$ cat config.mk
export PLATFORM = sky130hd
export DESIGN_NAME = mdu_iter_unit
export DESIGN_NICKNAME = d
export VERILOG_FILES = /design/src/rtl/mdu_pkg.sv /design/src/rtl/mdu_iter_unit_operand_prep.sv /design/src/rtl/mdu_iter_unit.sv
export SDC_FILE = /design/constraint.sdc
export NUM_CORES = 2
export LEC_CHECK = 0
export ABC_AREA = 1
export CAP_MARGIN = 10
export CORE_MARGIN = 5
export CORE_UTILIZATION = 40
export CTS_CLUSTER_SIZE = 30
export DETAILED_ROUTE_END_ITERATION = 8
export SYNTH_ARGS = -nofsm -noshare
export SYNTH_HDL_FRONTEND = slang
export SYNTH_SLANG_ARGS = --single-unit
$ cat constraint.sdc
create_clock -name CLK -period 8.9 [get_ports CLK]
set_input_delay 1.78 -clock CLK [delete_from_list [all_inputs] [get_ports CLK]]
set_output_delay 1.78 -clock CLK [all_outputs]
set_load 0.1 [all_outputs]
$ cat src/rtl/mdu_pkg.sv
// Shared definitions for the iterative multiply/divide unit: funct3 op codes,
// FSM state encoding and small op-decode helpers.
package mdu_pkg;

  localparam logic [2:0] MDU_MUL    = 3'd0;
  localparam logic [2:0] MDU_MULH   = 3'd1;
  localparam logic [2:0] MDU_MULHSU = 3'd2;
  localparam logic [2:0] MDU_MULHU  = 3'd3;
  localparam logic [2:0] MDU_DIV    = 3'd4;
  localparam logic [2:0] MDU_DIVU   = 3'd5;
  localparam logic [2:0] MDU_REM    = 3'd6;
  localparam logic [2:0] MDU_REMU   = 3'd7;

  typedef enum logic [2:0] {
    IDLE = 3'd0,
    MUL  = 3'd1,
    DIV  = 3'd2,
    FIX  = 3'd3,
    DONE = 3'd4
  } mdu_state_e;

  function automatic logic is_div(input logic [2:0] op);
    return op[2];
  endfunction

  function automatic logic is_rem(input logic [2:0] op);
    return op[2] & op[1];
  endfunction

  function automatic logic is_signed_a(input logic [2:0] op);
    return (op == MDU_MULH) || (op == MDU_MULHSU) || (op == MDU_DIV) || (op == MDU_REM);
  endfunction

  function automatic logic is_signed_b(input logic [2:0] op);
    return (op == MDU_MULH) || (op == MDU_DIV) || (op == MDU_REM);
  endfunction

endpackage

$ cat src/rtl/mdu_iter_unit_operand_prep.sv
// Combinational operand conditioning used at the accept edge: operand
// magnitudes, result sign flags and detection of the two division corner cases.
module mdu_operand_prep
  import mdu_pkg::*;
#(
  parameter int XLEN = 32
) (
  input  logic [2:0]      op,
  input  logic [XLEN-1:0] rs1,
  input  logic [XLEN-1:0] rs2,
  output logic [XLEN-1:0] mag_a,
  output logic [XLEN-1:0] mag_b,
  output logic            neg_result,
  output logic            neg_rem,
  output logic            div_by_zero,
  output logic            signed_overflow
);

  localparam logic [XLEN-1:0] MOST_NEG = {1'b1, {(XLEN-1){1'b0}}};

  logic sign_a;
  logic sign_b;

  assign sign_a = is_signed_a(op) & rs1[XLEN-1];
  assign sign_b = is_signed_b(op) & rs2[XLEN-1];

  assign mag_a = sign_a ? -rs1 : rs1;
  assign mag_b = sign_b ? -rs2 : rs2;

  assign div_by_zero     = is_div(op) & (rs2 == '0);
  assign signed_overflow = is_div(op) & is_signed_a(op) & (rs1 == MOST_NEG) & (rs2 == '1);

  // A zero divisor yields an all-ones quotient regardless of operand signs.
  assign neg_result = (sign_a ^ sign_b) & ~div_by_zero;
  assign neg_rem    = sign_a;

endmodule

$ cat src/rtl/mdu_iter_unit.sv
// Multi-cycle RV32M/RV64M multiply/divide unit: shift-add multiplier retiring
// MUL_STEP bits per cycle and a restoring radix-2 divider, valid/ready on both sides.
module mdu_iter_unit
  import mdu_pkg::*;
#(
  parameter int XLEN         = 32,
  parameter int MUL_STEP     = 4,
  parameter int FAST_SPECIAL = 1
) (
  input  logic            CLK,
  input  logic            RSTN,
  input  logic            flush,
  input  logic            in_vld,
  output logic            in_rdy,
  input  logic [2:0]      in_op,
  input  logic [XLEN-1:0] in_rs1_data,
  input  logic [XLEN-1:0] in_rs2_data,
  input  logic [4:0]      in_rd,
  output logic            out_vld,
  input  logic            out_rdy,
  output logic [XLEN-1:0] out_data,
  output logic [4:0]      out_rd,
  output logic            busy
);

  localparam int CNT_W = $clog2(XLEN + 1);
  localparam logic [CNT_W-1:0] MUL_ITERS = CNT_W'(XLEN / MUL_STEP);
  localparam logic [CNT_W-1:0] DIV_ITERS = CNT_W'(XLEN);
  localparam logic [CNT_W-1:0] CNT_ONE   = CNT_W'(1);

  mdu_state_e state_reg, state_next;

  logic [2:0]        op_reg;
  logic [4:0]        rd_reg;
  logic              neg_res_reg;
  logic              neg_rem_reg;
  logic [CNT_W-1:0]  cnt_reg;
  logic [2*XLEN-1:0] acc_reg;
  logic [2*XLEN-1:0] mcand_reg;
  logic [XLEN-1:0]   mplier_reg;
  logic [XLEN:0]     rem_reg;
  logic [XLEN-1:0]   quo_reg;
  logic [XLEN-1:0]   dvsr_reg;
  logic [XLEN-1:0]   res_reg;

  logic [XLEN-1:0] mag_a, mag_b;
  logic            neg_result, neg_rem, div_by_zero, signed_overflow;

  mdu_operand_prep #(.XLEN(XLEN)) u_prep (
    .op              (in_op),
    .rs1             (in_rs1_data),
    .rs2             (in_rs2_data),
    .mag_a           (mag_a),
    .mag_b           (mag_b),
    .neg_result      (neg_result),
    .neg_rem         (neg_rem),
    .div_by_zero     (div_by_zero),
    .signed_overflow (signed_overflow)
  );

  logic accept;
  logic take_fast;

  assign in_rdy    = (state_reg == IDLE) & ~flush;
  assign accept    = in_vld & in_rdy;
  assign take_fast = (FAST_SPECIAL != 0) & (div_by_zero | signed_overflow);

  // Architectural results of the corner cases; overflow quotient is rs1 itself.
  logic [XLEN-1:0] special_result;
  always_comb begin
    special_result = '0;
    if (div_by_zero) begin
      special_result = is_rem(in_op) ? in_rs1_data : '1;
    end else if (!is_rem(in_op)) begin
      special_result = in_rs1_data;
    end
  end

  // Partial products for one multiplier slice.
  logic [2*XLEN-1:0] pp [MUL_STEP];
  logic [2*XLEN-1:0] partial;

  for (genvar gi = 0; gi < MUL_STEP; gi++) begin : g_pp
    assign pp[gi] = mplier_reg[gi] ? (mcand_reg << gi) : '0;
  end

  always_comb begin
    partial = '0;
    for (int j = 0; j < MUL_STEP; j++) begin
      partial = partial + pp[j];
    end
  end

  // Restoring step: shift next dividend bit into the remainder, trial-subtract.
  logic [XLEN+1:0] div_trial;
  logic [XLEN+1:0] div_diff;
  logic            div_ok;

  assign div_trial = {rem_reg, quo_reg[XLEN-1]};
  assign div_diff  = div_trial - {2'b00, dvsr_reg};
  assign div_ok    = ~div_diff[XLEN+1];

  logic [2*XLEN-1:0] prod_fix;
  logic [XLEN-1:0]   quo_fix;
  logic [XLEN-1:0]   rem_mag;
  logic [XLEN-1:0]   rem_fix;
  logic [XLEN-1:0]   fix_result;

  assign prod_fix = neg_res_reg ? -acc_reg : acc_reg;
  assign quo_fix  = neg_res_reg ? -quo_reg : quo_reg;
  assign rem_mag  = rem_reg[XLEN-1:0];
  assign rem_fix  = neg_rem_reg ? -rem_mag : rem_mag;

  always_comb begin
    fix_result = '0;
    case (op_reg)
      MDU_MUL:                          fix_result = prod_fix[XLEN-1:0];
      MDU_MULH, MDU_MULHSU, MDU_MULHU:  fix_result = prod_fix[2*XLEN-1:XLEN];
      MDU_DIV, MDU_DIVU:                fix_result = quo_fix;
      default:                          fix_result = rem_fix;
    endcase
  end

  always_ff @(posedge CLK or negedge RSTN) begin
    if (!RSTN) begin
      state_reg <= IDLE;
    end else begin
      state_reg <= state_next;
    end
  end

  always_comb begin
    state_next = state_reg;
    case (state_reg)
      IDLE: begin
        if (accept) begin
          if (take_fast)           state_next = DONE;
          else if (is_div(in_op))  state_next = DIV;
          else                     state_next = MUL;
        end
      end
      MUL:     if (cnt_reg == CNT_ONE) state_next = FIX;
      DIV:     if (cnt_reg == CNT_ONE) state_next = FIX;
      FIX:     state_next = DONE;
      DONE:    if (out_rdy) state_next = IDLE;
      default: state_next = IDLE;
    endcase
    if (flush) state_next = IDLE;
  end

  always_ff @(posedge CLK or negedge RSTN) begin
    if (!RSTN) begin
      op_reg      <= '0;
      rd_reg      <= '0;
      neg_res_reg <= 1'b0;
      neg_rem_reg <= 1'b0;
      cnt_reg     <= '0;
      acc_reg     <= '0;
      mcand_reg   <= '0;
      mplier_reg  <= '0;
      rem_reg     <= '0;
      quo_reg     <= '0;
      dvsr_reg    <= '0;
      res_reg     <= '0;
    end else if (accept) begin
      op_reg      <= in_op;
      rd_reg      <= in_rd;
      neg_res_reg <= neg_result;
      neg_rem_reg <= neg_rem;
      cnt_reg     <= is_div(in_op) ? DIV_ITERS : MUL_ITERS;
      acc_reg     <= '0;
      mcand_reg   <= {{XLEN{1'b0}}, mag_a};
      mplier_reg  <= mag_b;
      rem_reg     <= '0;
      quo_reg     <= mag_a;
      dvsr_reg    <= mag_b;
      res_reg     <= special_result;
    end else begin
      case (state_reg)
        MUL: begin
          acc_reg    <= acc_reg + partial;
          mcand_reg  <= mcand_reg << MUL_STEP;
          mplier_reg <= mplier_reg >> MUL_STEP;
          cnt_reg    <= cnt_reg - CNT_ONE;
        end
        DIV: begin
          rem_reg <= div_ok ? div_diff[XLEN:0] : div_trial[XLEN:0];
          quo_reg <= {quo_reg[XLEN-2:0], div_ok};
          cnt_reg <= cnt_reg - CNT_ONE;
        end
        FIX:     res_reg <= fix_result;
        default: ;
      endcase
    end
  end

  assign out_vld  = (state_reg == DONE);
  assign out_data = out_vld ? res_reg : '0;
  assign out_rd   = out_vld ? rd_reg : '0;
  assign busy     = (state_reg != IDLE);

endmodule

==> run metrics <==
GR Util All Layers=0.2932; crit end category=output pin; final cell count without fillers=~6300; clock slew at reported path FFs=roughly 0.06 ns; DRC Markers=0; Hold Path Stages=2; worst reg2reg path depth=15; pin count of the biggest net entering global routing=~160; FP Rows=between 100 and 150; # diodes=0; H-tree levels=2; wire per inst=21.20 um; Die H=roughly 300 um; Slew Viols, Final=0; CTS tree=yes; total gr overflow=0; ys flop type=dfrtp_1; # IOs=roughly 120; first-pass GRT wire length=around 200000 um; Final #Nets=around 5600; fin crit period=5.529 ns; vias in the first global route=33100; Synth area leaders=dfrtp_1 (23%), nand2_1 (14%), fa_1 (11%); maxcap violations=0; Fin Setup TNS=0 ns; max_slew headroom=0.2147; Slowest-stage cell, CP=clkdlybuf4s50_1; placed inst area=between 30000 and 40000 um^2; share of layout cells above drive strength 1=0.03905; final instance area=36560 um^2; via count=~35000; Routed Wire Length=between 100000 and 150000 um; core area=slightly above 80000 um^2; most frequent cell after synthesis=nand2_1; status=complete, no violations; Final WS setup=3.371 ns; Yosys top cell by area=dfrtp_1; YS warnings=0; Final ANT Viol Nets=0; Fin. Hold Viols=0; CP Data Required Time=between 7 and 8 ns; Clock Skew=between 0.015 and 0.02 ns; DP Worst Slack=~3.4 ns; via/cell ratio=around 5.5; share of Yosys cell area claimed by the top area cell type=0.2321; DP Cell Count=around 6200; Mapped Cells=5196; Post-CTS Resized=0; WP data arrival=3.75 ns; sequential element share of the synthesized area=0.2321; Post-synth top cells=nand2_1 (1281), inv_1 (958), nor2_1 (565); setup repair bufs after CTS=0; unrepaired setup endpoints after global routing=false; slew at the pin closest to its max-slew limit=between 1 and 1.5 ns; Syn Nets=approximately 5600; ys async rst share=1.000; clock buffer depth=3; setup violators final=0; cts hold-fix bufs=0; Die Width=~300 um; most frequent cell on the critical path=clkdlybuf4s50_1; CP Launch Type=primary input; Die Area=between 80000 and 90000 um^2; Sink Count=between 300 and 400; Area Growth Syn to Fin=10.09%; FMAX=around 0.18 GHz; Post-Syn Area=~33000 um^2; CP Cell Sequence=clkdlybuf4s50_1 > nor2_4 > clkdlybuf4s50_1; HPWL after DPL=106600 um; synth unique cells=58; gpl congestion=roughly 0.99; crit-path max FO=3; Crit Path Class=primary input to output pin; Worst path max stage delay=approximately 1.2 ns; ratio of final minimum period to clock period=0.6212; Post-synth EDFFs=0; Clock Latency Late Sink=around 0.59 ns; drt initial violations=~3800; clk root buf=clkbuf_16; cts bufs inserted=43; iteration count of the initial detailed-routing pass=6; mean post-synth cell area=around 6.4 um^2; initial antenna violation count=2; #FFs+latches synth=between 300 and 400; Port Buffer Count=between 100 and 150; R2R setup slack=~3.4 ns; min-delay worst type=register to register; Initial Utilization=0.4037
[worst max-delay path: cells and delay by family]
family                 cells  cell delay (ns)
buffers and inverters      2             1.73
and+or+nand+nor            1             0.22
[cell usage in the layout (no fill, tap or decap), drive strengths merged, types with 3 or more instances in the layout]
cell and instances:
clkinvlp 4, a21boi 4, clkinv 14, a22oi 21, a21oi 317, and3 4
nor3 54, a31oi 21, nand2 1304, clkdlybuf4s50 115, o31ai 4, nand4 51
nor2 594, buf 25, nand3 424, dfrtp 308, a211oi 4, o21a 7
inv 971, nand3b 27, clkbuf 62, o21ai 441, ha 103, and2 3
nor4 14, fa 185, xor2 18, o21bai 25, a21o 14, bufinv 3
xnor2 17, or2 6, o211ai 30, o22ai 51
[cells by family after synthesis]
| group | count (synthesis) | share of synthesized area |
|---|---|---|
| adders and majority gates | 288 | 0.1504 |
| xor gates and xnor gates | 35 | 0.009232 |
| buffers and inverters | 1140 | 0.1344 |
| and+or+nand+nor | 2482 | 0.3184 |
| AOI/OAI and AO/OA | 943 | 0.1554 |
| DFF | 308 | 0.2321 |
[through the flow]
step,hold slack [ns],util
final,0.4749,0.4445
after CTS,0.4820,0.4445
after detailed placement,0.4675,0.4270
after floorplan,0.4488,-
after global placement,0.4663,0.4270
after global routing,0.5256,0.4445
[layer usage]
| metal | global-route usage | up-vias | part of all wire |
|---|---|---|---|
| met3 | 0.03983 | 216 | 0.077 |
| met2 | 0.4661 | 1383 | 0.45 |
| met4 | 0.08909 | 4 | 0.034 |
| met1 | 0.4171 | 16690 | 0.44 |
| li1 | - | 16510 | - |
| met5 | 0 | - | 0.00014 |
[final timing paths]
| kind | startpoint | end |
|---|---|---|
| max | flush | in_rdy |
| min reg2reg | res_reg[1] | res_reg[1] |
| min | res_reg[1] | res_reg[1] |
| max reg2reg | mplier_reg[2] | acc_reg[25] |
| max in group asynchronous | RSTN | neg_res_reg |
| min in group asynchronous | RSTN | mplier_reg[13] |
[final cells by class]
class                   instances  area (um^2)
fillers                      8878        45690
multi-input cells            3748        21050
flip-flops and latches        308         7714
inverters                     975         3664
repair buffers                140         1359
well taps                    1070         1339
clock buffers                  62         1247
clock inverters                17        188.9
Power is not shown: default switching activity piles up to over one toggle a cycle in this logic, so the estimate is an artifact.
